**config.mk**
```make
export PLATFORM = sky130hd
export DESIGN_NAME = imm_decode_stage
export DESIGN_NICKNAME = d
export VERILOG_FILES = /design/src/rtl/imm_decode_pkg.sv /design/src/rtl/imm_decode_comb.sv /design/src/rtl/imm_decode_stage.sv
export SDC_FILE = /design/constraint.sdc
export NUM_CORES = 1
export LEC_CHECK = 0
export BUFFER_PORTS_ARGS = -buffer_cell sky130_fd_sc_hd__clkbuf_2
export CAP_MARGIN = 10
export CORE_ASPECT_RATIO = 0.8
export CORE_MARGIN = 3
export CORE_UTILIZATION = 51
export DETAILED_ROUTE_END_ITERATION = 16
export PLACE_DENSITY = 0.76
export SETUP_SLACK_MARGIN = 0.2
export SLEW_MARGIN = 20
export SYNTH_ARGS = -nofsm -noshare
export SYNTH_HDL_FRONTEND = slang
export SYNTH_SLANG_ARGS = --single-unit
export TNS_END_PERCENT = 1
```
**constraint.sdc**
```tcl
create_clock -name clk -period 6.1 [get_ports clk]
set_input_delay 0.305 -clock clk [delete_from_list [all_inputs] [get_ports clk]]
set_output_delay 0.305 -clock clk [all_outputs]
set_load 0.005 [all_outputs]
```
**src/rtl/imm_decode_pkg.sv**
```systemverilog
// Shared types and constants for the RISC-V immediate decode stage.
// Optional feature macro: IMM_DECODE_ZICSR_EN (decodes CSR immediate forms of SYSTEM).
package imm_decode_pkg;

   // Widest supported datapath; struct fields are sized for it and narrowed at the top level.
   localparam int unsigned XLEN_MAX = 64;

   typedef enum logic [2:0] {
      FMT_NONE = 3'd0,
      FMT_I    = 3'd1,
      FMT_S    = 3'd2,
      FMT_B    = 3'd3,
      FMT_U    = 3'd4,
      FMT_J    = 3'd5,
      FMT_Z    = 3'd6
   } imm_fmt_e;

   localparam logic [6:0] OP_LOAD   = 7'b0000011;
   localparam logic [6:0] OP_IMM    = 7'b0010011;
   localparam logic [6:0] OP_IMM32  = 7'b0011011;
   localparam logic [6:0] OP_STORE  = 7'b0100011;
   localparam logic [6:0] OP_BRANCH = 7'b1100011;
   localparam logic [6:0] OP_LUI    = 7'b0110111;
   localparam logic [6:0] OP_AUIPC  = 7'b0010111;
   localparam logic [6:0] OP_JAL    = 7'b1101111;
   localparam logic [6:0] OP_JALR   = 7'b1100111;
   localparam logic [6:0] OP_SYSTEM = 7'b1110011;
   localparam logic [6:0] OP_REG    = 7'b0110011;
   localparam logic [6:0] OP_REG32  = 7'b0111011;

   // One decoded instruction; imm/target hold XLEN significant bits, zero-padded above.
   typedef struct packed {
      logic [XLEN_MAX-1:0] imm;
      imm_fmt_e            fmt;
      logic [XLEN_MAX-1:0] target;
      logic                illegal;
      logic [31:0]         inst;
   } imm_dec_t;

   // Sign-extend a 32-bit immediate to the widest datapath.
   function automatic logic [XLEN_MAX-1:0] sext32(input logic [31:0] v);
      return {{(XLEN_MAX-32){v[31]}}, v};
   endfunction

endpackage

```
**src/rtl/imm_decode_comb.sv**
```systemverilog
// Combinational immediate decoder: instruction word + pc -> format, immediate, target, illegal.
// Optional feature macro: IMM_DECODE_ZICSR_EN (SYSTEM funct3[2]=1 decodes as Z format).
module imm_decode_comb
   import imm_decode_pkg::*;
#(
   parameter int unsigned XLEN = 32
) (
   input  logic [31:0]     inst,
   input  logic [XLEN-1:0] pc,
   output imm_dec_t        dec
);

   logic [31:0]         imm_i;
   logic [31:0]         imm_s;
   logic [31:0]         imm_b;
   logic [31:0]         imm_u;
   logic [31:0]         imm_j;
   imm_fmt_e            fmt;
   logic                illegal;
   logic [XLEN_MAX-1:0] imm64;
   logic [XLEN-1:0]     imm_x;
   logic [XLEN-1:0]     target;
   logic                unused_imm;

   assign imm_i = {{20{inst[31]}}, inst[31:20]};
   assign imm_s = {{20{inst[31]}}, inst[31:25], inst[11:7]};
   assign imm_b = {{19{inst[31]}}, inst[31], inst[7], inst[30:25], inst[11:8], 1'b0};
   assign imm_u = {inst[31:12], 12'h000};
   assign imm_j = {{11{inst[31]}}, inst[31], inst[19:12], inst[20], inst[30:21], 1'b0};

   // Classify the opcode into an immediate format and flag unknown encodings.
   always_comb begin
      fmt     = FMT_NONE;
      illegal = 1'b0;
      if (inst[1:0] != 2'b11) begin
         illegal = 1'b1;
      end else begin
         case (inst[6:0])
            OP_LOAD, OP_IMM, OP_JALR: fmt = FMT_I;
            OP_IMM32: begin
               if (XLEN == 64) fmt = FMT_I;
               else            illegal = 1'b1;
            end
            OP_STORE:        fmt = FMT_S;
            OP_BRANCH:       fmt = FMT_B;
            OP_LUI, OP_AUIPC: fmt = FMT_U;
            OP_JAL:          fmt = FMT_J;
            OP_REG:          fmt = FMT_NONE;
            OP_REG32: begin
               if (XLEN != 64) illegal = 1'b1;
            end
            OP_SYSTEM: begin
`ifdef IMM_DECODE_ZICSR_EN
               if (inst[14:12] == 3'b100) illegal = 1'b1;
               else if (inst[14])         fmt = FMT_Z;
`else
               if (inst[14:12] != 3'b000) illegal = 1'b1;
`endif
            end
            default: illegal = 1'b1;
         endcase
      end
   end

   // Select the extended immediate for the decoded format; NONE and illegal give zero.
   always_comb begin
      case (fmt)
         FMT_I:   imm64 = sext32(imm_i);
         FMT_S:   imm64 = sext32(imm_s);
         FMT_B:   imm64 = sext32(imm_b);
         FMT_U:   imm64 = sext32(imm_u);
         FMT_J:   imm64 = sext32(imm_j);
         FMT_Z:   imm64 = {{(XLEN_MAX-5){1'b0}}, inst[19:15]};
         default: imm64 = '0;
      endcase
   end

   assign imm_x      = imm64[XLEN-1:0];
   assign target     = pc + imm_x;
   assign unused_imm = ^imm64;

   // Pack the decode result; fields narrower than the widest datapath are zero-padded.
   always_comb begin
      dec         = '0;
      dec.imm     = XLEN_MAX'(imm_x);
      dec.fmt     = fmt;
      dec.target  = XLEN_MAX'(target);
      dec.illegal = illegal;
      dec.inst    = inst;
   end

endmodule

```
**src/rtl/imm_decode_stage.sv**
```systemverilog
// Registered immediate decode stage with valid/ready handshake and a two-entry skid buffer.
// Optional feature macro: IMM_DECODE_ZICSR_EN (passed through to imm_decode_comb).
module imm_decode_stage
   import imm_decode_pkg::*;
#(
   parameter int unsigned XLEN = 32
) (
   input  logic            clk,
   input  logic            rst,
   input  logic            flush,
   input  logic            in_valid,
   output logic            in_ready,
   input  logic [31:0]     in_inst,
   input  logic [XLEN-1:0] in_pc,
   output logic            out_valid,
   input  logic            out_ready,
   output logic [XLEN-1:0] out_imm,
   output logic [2:0]      out_fmt,
   output logic [XLEN-1:0] out_target,
   output logic            out_illegal,
   output logic [31:0]     out_inst
);

   localparam logic [1:0] ST_EMPTY = 2'd0;
   localparam logic [1:0] ST_ONE   = 2'd1;
   localparam logic [1:0] ST_TWO   = 2'd2;

   logic [1:0] state;
   logic [1:0] state_nxt;
   imm_dec_t   dec;
   imm_dec_t   main_q;
   imm_dec_t   skid_q;
   logic       accept;
   logic       drain;
   logic       load_main;
   logic       main_from_skid;
   logic       load_skid;
   logic       unused_hi;

   imm_decode_comb #(
      .XLEN (XLEN)
   ) u_comb (
      .inst (in_inst),
      .pc   (in_pc),
      .dec  (dec)
   );

   // Both handshake outputs come straight from the state register.
   assign in_ready  = (state != ST_TWO);
   assign out_valid = (state != ST_EMPTY);
   assign accept    = in_valid && in_ready && !flush;
   assign drain     = out_valid && out_ready;

   // Next occupancy and register load enables; flush overrides any transfer.
   always_comb begin
      state_nxt      = state;
      load_main      = 1'b0;
      main_from_skid = 1'b0;
      load_skid      = 1'b0;
      if (flush) begin
         state_nxt = ST_EMPTY;
      end else begin
         case (state)
            ST_EMPTY: begin
               if (accept) begin
                  load_main = 1'b1;
                  state_nxt = ST_ONE;
               end
            end
            ST_ONE: begin
               case ({accept, drain})
                  2'b10: begin
                     load_skid = 1'b1;
                     state_nxt = ST_TWO;
                  end
                  2'b01: state_nxt = ST_EMPTY;
                  2'b11: load_main = 1'b1;
                  default: state_nxt = ST_ONE;
               endcase
            end
            ST_TWO: begin
               if (drain) begin
                  main_from_skid = 1'b1;
                  state_nxt      = ST_ONE;
               end
            end
            default: state_nxt = ST_EMPTY;
         endcase
      end
   end

   // Occupancy register.
   always_ff @(posedge clk or posedge rst) begin
      if (rst) state <= ST_EMPTY;
      else     state <= state_nxt;
   end

   // Main (output) and skid entries; main only changes on a transfer so outputs hold under stall.
   always_ff @(posedge clk or posedge rst) begin
      if (rst) begin
         main_q <= '0;
         skid_q <= '0;
      end else begin
         if (load_main)           main_q <= dec;
         else if (main_from_skid) main_q <= skid_q;
         if (load_skid)           skid_q <= dec;
      end
   end

   assign out_imm     = main_q.imm[XLEN-1:0];
   assign out_fmt     = main_q.fmt;
   assign out_target  = main_q.target[XLEN-1:0];
   assign out_illegal = main_q.illegal;
   assign out_inst    = main_q.inst;
   assign unused_hi   = ^{main_q.imm, main_q.target};

endmodule

```
==> flow_summary.ini <==
[yosys]
synth_nets = 1219
ys.flop_type = dfrtp_1
synth_cell_types = 56
synth_enable_flop_cells = 0
synth_cells = 1116
ys_seq_area_share_pct = 49.94
ys_ff_latch = 202
async_flop_share_pct = 100.0
syn_avg_cell_area_um2 = 9.069
synth_area_mm2 = 0.01012
yosysWarnings = 0

[detailed_routing]
post_drt_wl_per_cell_um = 18.12
drt-initial-drc-count = 810
vias_per_cell = 5.682
drc = 0
drtAntennaViolNets = 0
first_pass_iters = 7
wl_um = 27690
vias = 8682

[finish]
fillCellCount = 1698
drive_above_1_share_pct = 18.35
regArea_mm2 = 0.005055
diodes = 0
multiInputGateArea_mm2 = 0.004735
syn2layout_area_growth_pct = 17.48
nets = 1358
instances_no_fill = 1528
final_cell_mix = nand2_1, dfrtp_1, clkbuf_2
mostFrequentLayoutCell = nand2_1

[setup_path]
slowest_delay_ns = 0.62
r2r-start = state[0]
cpMostUsedCell = a21oi_1
startpoint_type = primary input
reg2reg_to = out_fmt[0]
worst_ep_required_time_ns = 6.44
r2r_cells = 9
criticalPathCategory = in -> reg
r2r_slack_ns = 3.10
critical_path.cell_chain = clkbuf_2 -> and2b_1 -> nand3_1 -> a21oi_1 -> and2_1 -> nor2b_1 -> mux2i_1 -> o21ai_1 -> ha_1 -> a211oi_1 -> nor2_1 -> o2111ai_1 -> a31oi_1 -> a21oi_2 -> o21bai_4 -> a21oi_1 -> xor2_1 -> o21ai_0
critPathSlowestCell = nor2b_1
endpoint_kind = flop
cp_max_fo = 12
worstPathArrival_ns = 4.84

[clock_tree]
cts_resized = 0
cts_sinks = 202
postCtsSetupBuffers = 0
htreeDepth = 1
cts-root-buf = clkbuf_16
worst_skew_pair.late_latency_ns = 0.50
tritoncts = done
cts_buffer_depth = 3
path_clk_slew_ns = 0.06
numCtsBuffers = 21
postCtsHoldBufs = 1

[die]
core_mm2 = 0.01920
die_h_um = 132
die-area_mm2 = 0.02158
io_pins = 171
fp.dieW_um = 163.5
num_rows = 45
initial_utilization_pct = 52.71

[global_routing]
antenna_found_initial = 0
grt_pass1_vias = 8228
grt_remaining_overflow = 0
grt_util_all_layers_pct = 25.30
grt_max_degree = 94
grt_pass1_wl_um = 44230

[timing]
fin_crit_ns = 4.497
setup_viol = 0
final_max_slew_viol_count = 0
fmax_mhz = 222.4
fin_skew_ns = 0.009417
rsz0062_at_grt = no
fin_crit_sh_pct = 73.72
slew_headroom_pct = 28.05
finalSetupTns_ns = 0
finalHoldViolCount = 0
tightest_slew_ns = 1.079

[power_and_ir_drop]
vdd_ir_drop_max_mv = 0.1727
powerDensity_mw_per_mm2 = 317.6
leakagePower_uw = 0.005989

[place]
io_buffers = 170
hpwl_um = 19200
dp_cells = 1489
finalWeightedCongestion = 0.8883

[hold_path]
hold-path-endpoint = skid_q[4]
hold_path_class = in -> reg
hp-start = in_inst[4]
min_delay_path_depth = 3

[status]
outcome = finished, final reports clean

[job]
cap_violations = 0
-- power by group --
part           total [uW]  internal (uW)  leakage (uW)  switching, uW
registers            1780           1620       0.00257            161
logic                 659            287       0.00306            372
clock network        1330            805      0.000361            528
-- worst max-delay path by stage --
stage | to | cells after the start | slack (ns) | startpoint
final | skid_q[57] | 18 | 1.60 | in_inst[4]
after global placement | skid_q[64] | 18 | 1.48 | in_inst[4]
after floorplan | out_fmt[0] | 1 | 0.28 | rst
after detailed placement | skid_q[57] | 18 | 1.18 | in_inst[4]
after global routing | skid_q[62] | 18 | 1.08 | in_inst[4]
after CTS | skid_q[57] | 18 | 1.68 | in_inst[4]
-- synth_stat cells, drive strengths merged (20+ instances only) --
cell type	instances	area, um^2
nand2	271	1017
dfrtp	202	5055
o21ai	110	554.3
a21oi	75	386.6
nor2	62	232.7
a22oi	53	397.9
clkbuf	52	195.2
ha	33	412.9
a211oi	32	240.2
nor2b	32	207.7
inv	31	116.4
mux2i	20	200.2
-- cell type report --
| cell class | count | area share [%] |
|---|---|---|
| Clock inverter | 7 | 0.7787 |
| Sequential cell | 202 | 42.51 |
| Inverter | 31 | 1.042 |
| Multi-Input combinational cell | 819 | 39.82 |
| Tap cell | 258 | 2.715 |
| Timing Repair Buffer | 180 | 7.808 |
| Clock buffer | 31 | 5.325 |
-- routing by layer --
layer	GRT usage [%]	vias to the layer above	routed length [um]
met4	5.965	0	595
li1	-	4121	-
met2	37.60	286	12320
met1	38.75	4234	12870
met3	4.491	41	1903
met5	0	-	0
-- worst max-delay path: cells and delay by family --
family	cells	cell delay [ns]
AO/OA/AOI/OAI	9	2.07
AND/OR/NAND/NOR	5	1.60
buffers and inverters	1	0.11
multiplexers	1	0.16
adder cells (fa/ha/maj)	1	0.39
XOR/XNOR	1	0.18
-- kinds of logic (layout without fill, tap and decap cells) --
group | count (synthesis) | count (layout) | synth area share, %
DFF | 202 | 202 | 49.94
muxes | 22 | 22 | 2.200
xor gates and xnor gates | 29 | 29 | 2.510
buffers and inverters | 95 | 249 | 3.585
and+or+nand+nor | 412 | 412 | 17.33
adders and majority gates | 34 | 34 | 4.277
AOI/OAI and AO/OA | 322 | 322 | 20.15
-- flip-flops by register name, summed over array words and instances (netlist names) --
register     cells
out_fmt          3
out_illegal      1
out_imm         32
out_inst        32
out_target      32
skid_q         100
state            2
-- per-stage QoR --
stage               hold slack [ns]  total power (uW)  cell area (um^2)  worst slack (ns)  util (%)
global route                0.04482              3984             11890             1.085     61.93
detailed placement           0.4422              2461             11150             1.181     58.10
floorplan                    0.3714              2173             10120            0.2843         -
CTS                         0.03597              3797             11890             1.684     61.93
finish                      0.04694              3777             11890             1.603     61.93
global placement             0.4451              2432             11150             1.475     58.10
Note: power is estimated with default switching activity, not from simulation.
